File: src/rtl/checker_pkg.sv
// Shared state encoding and error codes for the checker_* MPU sequencing blocks.
// Pure declarations: no latency, no flow control.
package checker_pkg;

  typedef enum logic [2:0] {
    ST_IDLE  = 3'd0,
    ST_RESET = 3'd1,
    ST_RUN   = 3'd2,
    ST_WAIT  = 3'd3,
    ST_SLEEP = 3'd4
  } state_t;

  localparam logic [1:0] ERR_NONE = 2'b00;
  localparam logic [1:0] ERR_MPU  = 2'b01;
  localparam logic [1:0] ERR_WDOG = 2'b10;

endpackage

File: src/rtl/checker_downcnt.sv
// Loadable down-counter with an is-one flag; load wins over decrement, holds at zero.
// Flag is registered-state based (valid the cycle after load), no backpressure.
module checker_downcnt #(
  parameter int W = 32
) (
  input  logic         clk,
  input  logic         rst_n,
  input  logic         i_load,
  input  logic [W-1:0] i_load_val,
  input  logic         i_dec,
  output logic         o_is_one
);

  localparam logic [W-1:0] ONE = {{(W-1){1'b0}}, 1'b1};

  logic [W-1:0] r_value;

  // Zero means "disarmed": never decrements, never reports one.
  always_ff @(posedge clk or negedge rst_n) begin
    if (!rst_n) begin
      r_value <= '0;
    end else if (i_load) begin
      r_value <= i_load_val;
    end else if (i_dec && (r_value != '0)) begin
      r_value <= r_value - ONE;
    end
  end

  assign o_is_one = (r_value == ONE);

endmodule

File: src/rtl/checker_periodic.sv
// Periodic MPU run sequencer: reset/run/sleep passes with watchdog, IRQ handoff and pass counting.
// Outputs registered (one cycle after the deciding input); IRQ holds in WAIT until mode_ack.
module checker_periodic
  import checker_pkg::*;
#(
  parameter logic [1:0] MODE = 2'b00,
  parameter int         DW   = 64,
  parameter int         CW   = 32,
  parameter int         TW   = 32
) (
  input  logic          sys_clk,
  input  logic          sys_rst_n,
  input  logic [1:0]    mode_mode,
  input  logic          mode_start,
  input  logic [CW-1:0] mode_period,
  input  logic [CW-1:0] mode_count,
  input  logic [TW-1:0] mode_timeout,
  output logic          mode_end,
  output logic          mode_error,
  output logic [1:0]    mode_err_code,
  output logic          mode_irq,
  output logic [DW-1:0] mode_data,
  input  logic          mode_ack,
  output logic [CW-1:0] mode_passes,
  input  logic          mpu_error,
  input  logic          mpu_user_irq,
  input  logic [DW-1:0] mpu_user_data,
  output logic          mpu_en,
  output logic          mpu_rst
);

  localparam int KW = (CW > TW) ? CW : TW;
  localparam logic [CW-1:0] ONE_CW = {{(CW-1){1'b0}}, 1'b1};

  state_t        r_state, w_state_nxt;
  logic          r_mpu_en, w_mpu_en_nxt;
  logic          r_mpu_rst, w_mpu_rst_nxt;
  logic          r_irq, w_irq_nxt;
  logic [DW-1:0] r_data, w_data_nxt;
  logic          r_end, w_end_nxt;
  logic          r_error, w_error_nxt;
  logic [1:0]    r_code, w_code_nxt;
  logic [CW-1:0] r_passes, w_passes_nxt;
  logic [CW-1:0] r_period, w_period_nxt;
  logic [CW-1:0] r_count, w_count_nxt;
  logic [TW-1:0] r_timeout, w_timeout_nxt;

  logic          w_cnt_load;
  logic [KW-1:0] w_cnt_val;
  logic          w_cnt_dec;
  logic          w_cnt_one;
  logic [CW-1:0] w_passes_inc;

  assign w_passes_inc = (&r_passes) ? r_passes : (r_passes + ONE_CW);

  // Watchdog (RUN) and sleep gap (SLEEP) are never live together, so one counter serves both.
  checker_downcnt #(.W(KW)) u_downcnt (
    .clk        (sys_clk),
    .rst_n      (sys_rst_n),
    .i_load     (w_cnt_load),
    .i_load_val (w_cnt_val),
    .i_dec      (w_cnt_dec),
    .o_is_one   (w_cnt_one)
  );

  always_comb begin
    w_state_nxt   = r_state;
    w_mpu_en_nxt  = r_mpu_en;
    w_mpu_rst_nxt = r_mpu_rst;
    w_irq_nxt     = r_irq;
    w_data_nxt    = r_data;
    w_end_nxt     = r_end;
    w_error_nxt   = r_error;
    w_code_nxt    = r_code;
    w_passes_nxt  = r_passes;
    w_period_nxt  = r_period;
    w_count_nxt   = r_count;
    w_timeout_nxt = r_timeout;
    w_cnt_load    = 1'b0;
    w_cnt_val     = '0;
    w_cnt_dec     = 1'b0;

    if ((r_state != ST_IDLE) && (mode_mode != MODE)) begin
      w_state_nxt   = ST_IDLE;
      w_mpu_en_nxt  = 1'b0;
      w_mpu_rst_nxt = 1'b0;
      w_irq_nxt     = 1'b0;
      w_data_nxt    = '0;
    end else begin
      case (r_state)
        ST_IDLE: begin
          if (mode_start && (mode_mode == MODE)) begin
            w_period_nxt  = mode_period;
            w_count_nxt   = mode_count;
            w_timeout_nxt = mode_timeout;
            w_passes_nxt  = '0;
            w_end_nxt     = 1'b0;
            w_error_nxt   = 1'b0;
            w_code_nxt    = ERR_NONE;
            w_mpu_rst_nxt = 1'b1;
            w_state_nxt   = ST_RESET;
          end
        end
        ST_RESET: begin
          w_mpu_rst_nxt = 1'b0;
          w_mpu_en_nxt  = 1'b1;
          w_cnt_load    = 1'b1;
          w_cnt_val     = KW'(r_timeout);
          w_state_nxt   = ST_RUN;
        end
        ST_RUN: begin
          w_cnt_dec = 1'b1;
          if (!mode_start) begin
            w_mpu_en_nxt = 1'b0;
            w_state_nxt  = ST_IDLE;
          end else if (mpu_error) begin
            w_mpu_en_nxt = 1'b0;
            w_error_nxt  = 1'b1;
            w_code_nxt   = ERR_MPU;
            w_state_nxt  = ST_IDLE;
          end else if (mpu_user_irq) begin
            w_mpu_en_nxt = 1'b0;
            if (mpu_user_data != '0) begin
              w_data_nxt  = mpu_user_data;
              w_irq_nxt   = 1'b1;
              w_state_nxt = ST_WAIT;
            end else begin
              // Zero-data IRQ marks the end of a pass.
              w_passes_nxt = w_passes_inc;
              if ((r_count != '0) && (w_passes_inc == r_count)) begin
                w_end_nxt   = 1'b1;
                w_state_nxt = ST_IDLE;
              end else if (r_period == '0) begin
                w_mpu_rst_nxt = 1'b1;
                w_state_nxt   = ST_RESET;
              end else begin
                w_cnt_load  = 1'b1;
                w_cnt_val   = KW'(r_period);
                w_state_nxt = ST_SLEEP;
              end
            end
          end else if (w_cnt_one) begin
            w_mpu_en_nxt = 1'b0;
            w_error_nxt  = 1'b1;
            w_code_nxt   = ERR_WDOG;
            w_state_nxt  = ST_IDLE;
          end
        end
        ST_WAIT: begin
          if (!mode_start) begin
            w_irq_nxt   = 1'b0;
            w_data_nxt  = '0;
            w_state_nxt = ST_IDLE;
          end else if (mode_ack) begin
            w_irq_nxt    = 1'b0;
            w_data_nxt   = '0;
            w_mpu_en_nxt = 1'b1;
            w_state_nxt  = ST_RUN;
          end
        end
        ST_SLEEP: begin
          w_cnt_dec = 1'b1;
          if (!mode_start) begin
            w_state_nxt = ST_IDLE;
          end else if (w_cnt_one) begin
            w_mpu_rst_nxt = 1'b1;
            w_state_nxt   = ST_RESET;
          end
        end
        default: begin
          w_mpu_en_nxt  = 1'b0;
          w_mpu_rst_nxt = 1'b0;
          w_state_nxt   = ST_IDLE;
        end
      endcase
    end
  end

  always_ff @(posedge sys_clk or negedge sys_rst_n) begin
    if (!sys_rst_n) begin
      r_state   <= ST_IDLE;
      r_mpu_en  <= 1'b0;
      r_mpu_rst <= 1'b0;
      r_irq     <= 1'b0;
      r_data    <= '0;
      r_end     <= 1'b0;
      r_error   <= 1'b0;
      r_code    <= ERR_NONE;
      r_passes  <= '0;
      r_period  <= '0;
      r_count   <= '0;
      r_timeout <= '0;
    end else begin
      r_state   <= w_state_nxt;
      r_mpu_en  <= w_mpu_en_nxt;
      r_mpu_rst <= w_mpu_rst_nxt;
      r_irq     <= w_irq_nxt;
      r_data    <= w_data_nxt;
      r_end     <= w_end_nxt;
      r_error   <= w_error_nxt;
      r_code    <= w_code_nxt;
      r_passes  <= w_passes_nxt;
      r_period  <= w_period_nxt;
      r_count   <= w_count_nxt;
      r_timeout <= w_timeout_nxt;
    end
  end

  assign mpu_en        = r_mpu_en;
  assign mpu_rst       = r_mpu_rst;
  assign mode_irq      = r_irq;
  assign mode_data     = r_data;
  assign mode_end      = r_end;
  assign mode_error    = r_error;
  assign mode_err_code = r_code;
  assign mode_passes   = r_passes;

endmodule

File: config.mk
export PLATFORM = sky130hd
export DESIGN_NAME = checker_periodic
export DESIGN_NICKNAME = d
export VERILOG_FILES = /design/src/rtl/checker_pkg.sv /design/src/rtl/checker_downcnt.sv /design/src/rtl/checker_periodic.sv
export SDC_FILE = /design/constraint.sdc
export NUM_CORES = 1
export LEC_CHECK = 0
export BUFFER_PORTS_ARGS = -buffer_cell sky130_fd_sc_hd__buf_2
export CAP_MARGIN = 10
export CORE_MARGIN = 5
export CORE_UTILIZATION = 30
export DETAILED_ROUTE_END_ITERATION = 6
export GPL_TIMING_DRIVEN = 0
export PLACE_DENSITY_LB_ADDON = 0.15
export SYNTH_ARGS = -nofsm -noshare
export SYNTH_HDL_FRONTEND = slang
export SYNTH_HIERARCHICAL = 1
export SYNTH_SLANG_ARGS = --single-unit
File: constraint.sdc
create_clock -name sys_clk -period 9.05 [get_ports sys_clk]
set_clock_uncertainty 0.15 [all_clocks]
set_input_delay 0.905 -clock sys_clk [delete_from_list [all_inputs] [get_ports sys_clk]]
set_output_delay 0.905 -clock sys_clk [all_outputs]
set_load 0.03 [all_outputs]
==> key figures <==
Pwr
  • Leakage: 0.00712 uW
  • Clock share of power: 39.8%
  • Largest vdd supply drop: 0.000128 V
  • Sequential share of power: 44.3%
  • Cell Pwr Density: 189 nW/um2
  • Pwr Total: 2910 uW
  • Internal power: 2040 uW
  • Sw Ratio: 30.0%
  • P_sw: 874 uW
  • Gate power share: 15.9%

Logic synthesis
  • Synth warnings: 6
  • Number of synthesized register bits: 234
  • Synthesized Nets: 1596
  • Sequential fraction of the synthesis area: 47.4%
  • Cells after Synth: 1425
  • Synth Flop Type: dfrtp_1
  • Post-synth EDFFs: 0
  • Syn avg cell area: 8.66 um2
  • Share of flip-flops with an asynchronous set or reset: 100%
  • Synth Cell Area: 12300 um2
  • Post-synth cell types: 70

Global routing
  • Global-route wire length before repair: 72300 um
  • Total global-route track usage: 20.4%
  • Largest net degree at the start of global routing: 112
  • Global route overflow: 0
  • Number of global-route vias before repair: 11901
  • Initial antenna violation count: 3

STA
  • RSZ-0062 raised after global routing: no
  • Fmax: 170 MHz
  • Final Hold Fails: 0
  • Fin crit share: 64.8%
  • Setup TNS: 0 ns
  • Final slew viol count: 0
  • Final min period: 5.87 ns
  • Max transition margin: 16.9%
  • # setup viols final: 0
  • Worst Tran Pin Value: 1.24 ns

Clocking
  • CTS tree: built
  • CTS Hold Buffers Added: 0
  • CTS max path bufs: 3
  • Post_cts resized: 0
  • H-Tree Depth: 1
  • Clock-pin slew on the worst setup and hold paths: 0.07 ns
  • # Post-CTS Setup Buffers: 0
  • Worst skew pair latency: 0.56 ns
  • Clk sinks: 234
  • CTS root buffer: clkbuf_16
  • CTS buffer count: 28

Floorplan
  • Die Area: 45300 um2
  • Chip Width: 213 um
  • Starting Density: 30.3%
  • I/O pin count: 271
  • FP Rows: 74
  • Core area: 40700 um2
  • DIE HEIGHT: 213 um

Min path
  • Hold WC Path Type: in2async

Setup path
  • CP arrival: 6.12 ns
  • Reg2reg setup slack: 3.18 ns
  • WS Path Type: reg2reg
  • CP max FO: 10
  • Nature of the critical path endpoint: register
  • Startpoint types: register
  • Worst EP required: 9.31 ns

Drt
  • Post-DR wirelength/cell: 21.1 um
  • DR vias: 12170
  • Initial DRC count: 1081
  • DRT Pass-1 Iters: 5
  • Via/cell ratio: 5.33
  • DRC errors left: 0
  • DRT Wirelength: 48100 um
  • ANT nets after route: 0

Cells and area
  • Layout cell share with drive strength beyond 1: 20.2%
  • Nets: 1900
  • ANT cells: 0
  • Layout fillers: 4320
  • Total area of sequential cells: 5860 um2
  • Multi-input gate area: 6030 um2
  • Area grow syn2layout: 24.6%

Run
  • Max-cap violations: 0

Placed design
  • HPWL after detailed placement: 35900 um
  • IO Port Bufs: 270
  • GPL Wtd Cong: 0.919

Outcome
  • Status: completed
[synth_stat cells (all sizes together) (11+ instances only)]
library cell,n,area (um2)
nor3,23,115
xor2,23,201
a22o,65,569
dfrtp,234,5860
nor4,54,353
clkbuf,78,294
or4,21,161
xnor2,27,236
a31oi,35,219
a21oi,26,130
nor2,61,229
nand3,33,178
or2,11,68.8
nand2,381,1430
o21ai,107,536
buf,13,81.3
o31ai,20,150
inv,21,78.8
or3,14,87.6
nand4,61,388
[state kept, by name (all words and copies together), names as in the netlist]
register / cells
mode_data: 64
mode_passes: 32
r_count: 32
r_period: 32
r_timeout: 32
u_downcnt/r_value: 32
r_state: 3
mode_err_code: 2
mode_end: 1
mode_error: 1
mode_irq: 1
mpu_en: 1
mpu_rst: 1
[path summary, 6_finish.rpt]
kind	endpoint	startpoint	depth (start not counted)
min reg2reg	r_timeout[31]	r_timeout[31]	2
max	u_downcnt/r_value[15]	mode_passes[0]	17
min in group sys_clk	r_timeout[31]	r_timeout[31]	2
max in group asynchronous	r_count[24]	sys_rst_n	2
min	r_timeout[22]	sys_rst_n	1
max reg2reg	u_downcnt/r_value[15]	mode_passes[0]	17
[cells by family after synthesis]
kind of cell / synth area share [%]
AO/OA/AOI/OAI: 17.5
XOR/XNOR: 3.55
multiplexers: 0.679
AND/OR/NAND/NOR: 26.9
adder cells (fa/ha/maj): 0.304
flip-flops: 47.4
buffers and inverters: 3.68
[cells in the final DEF (no fill, tap or decap), drive strengths merged, types with 33 or more instances in the layout]
cell type  synthesis  layout
o21ai            107     107
dfrtp            234     234
nand4             61      61
nand3             33      33
clkbuf            78     126
a22o              65      65
buf               13     286
nor4              54      54
nor2              61      61
nand2            381     381
a31oi             35      35
[critical path, stage by stage (launching register included)]
cell and delay (ns):
dfrtp_1 0.45, ha_1 0.31, and3_1 0.20, clkbuf_1 0.16
and3_1 0.17, clkbuf_1 0.21, a2111oi_0 1.06, xnor2_1 0.23
o21ai_0 0.21, nand4b_1 0.30, nor4_4 0.76, buf_6 0.24
o21bai_1 0.08, clkbuf_1 0.22, clkbuf_1 0.34, clkbuf_1 0.35
nand2_1 0.13, o221ai_1 0.11
[stage by stage]
step / cells / setup slack (ns) / hold WS [ns] / utilization, % / cell area [um2]
global route: 2282 / 2.90 / 0.171 / 37.7 / 15400
detailed placement: 2230 / 3.25 / 0.312 / 35.4 / 14400
CTS: 2281 / 3.23 / 0.141 / 37.7 / 15400
finish: 2282 / 3.18 / 0.139 / 37.7 / 15400
global placement: 2227 / 2.40 / 0.308 / 35.2 / 14400
floorplan: 1425 / 4.67 / 0.296 / - / 12300
[per-layer routing]
layer / share of wire [%] / vias to the layer above / global-route usage [%]
met4: 2.2 / 6 / 4.44
met1: 44 / 5894 / 29.2
met5: 0.073 / - / 0
met3: 7.3 / 81 / 4.38
met2: 46 / 432 / 32.1
li1: - / 5757 / -
[power groups by stage]
stage / clock [uW] / sequential, uW / combinational (uW)
after floorplan: 0 / 1290 / 265
after global placement: 0 / 1310 / 454
after detailed placement: 0 / 1300 / 464
after CTS: 1190 / 1290 / 466
after global routing: 1230 / 1310 / 519
final: 1160 / 1290 / 464
[cell type report]
class	instances	area share (%)
tap	532	4.33
timing repair buffer	274	9.29
inverter	21	0.513
clock buffer	47	5.81
buffer	91	2.44
clock inverter	4	0.293
sequential	234	38.1
multi-input combinational	1079	39.2
(Power assumes the default switching activity.)
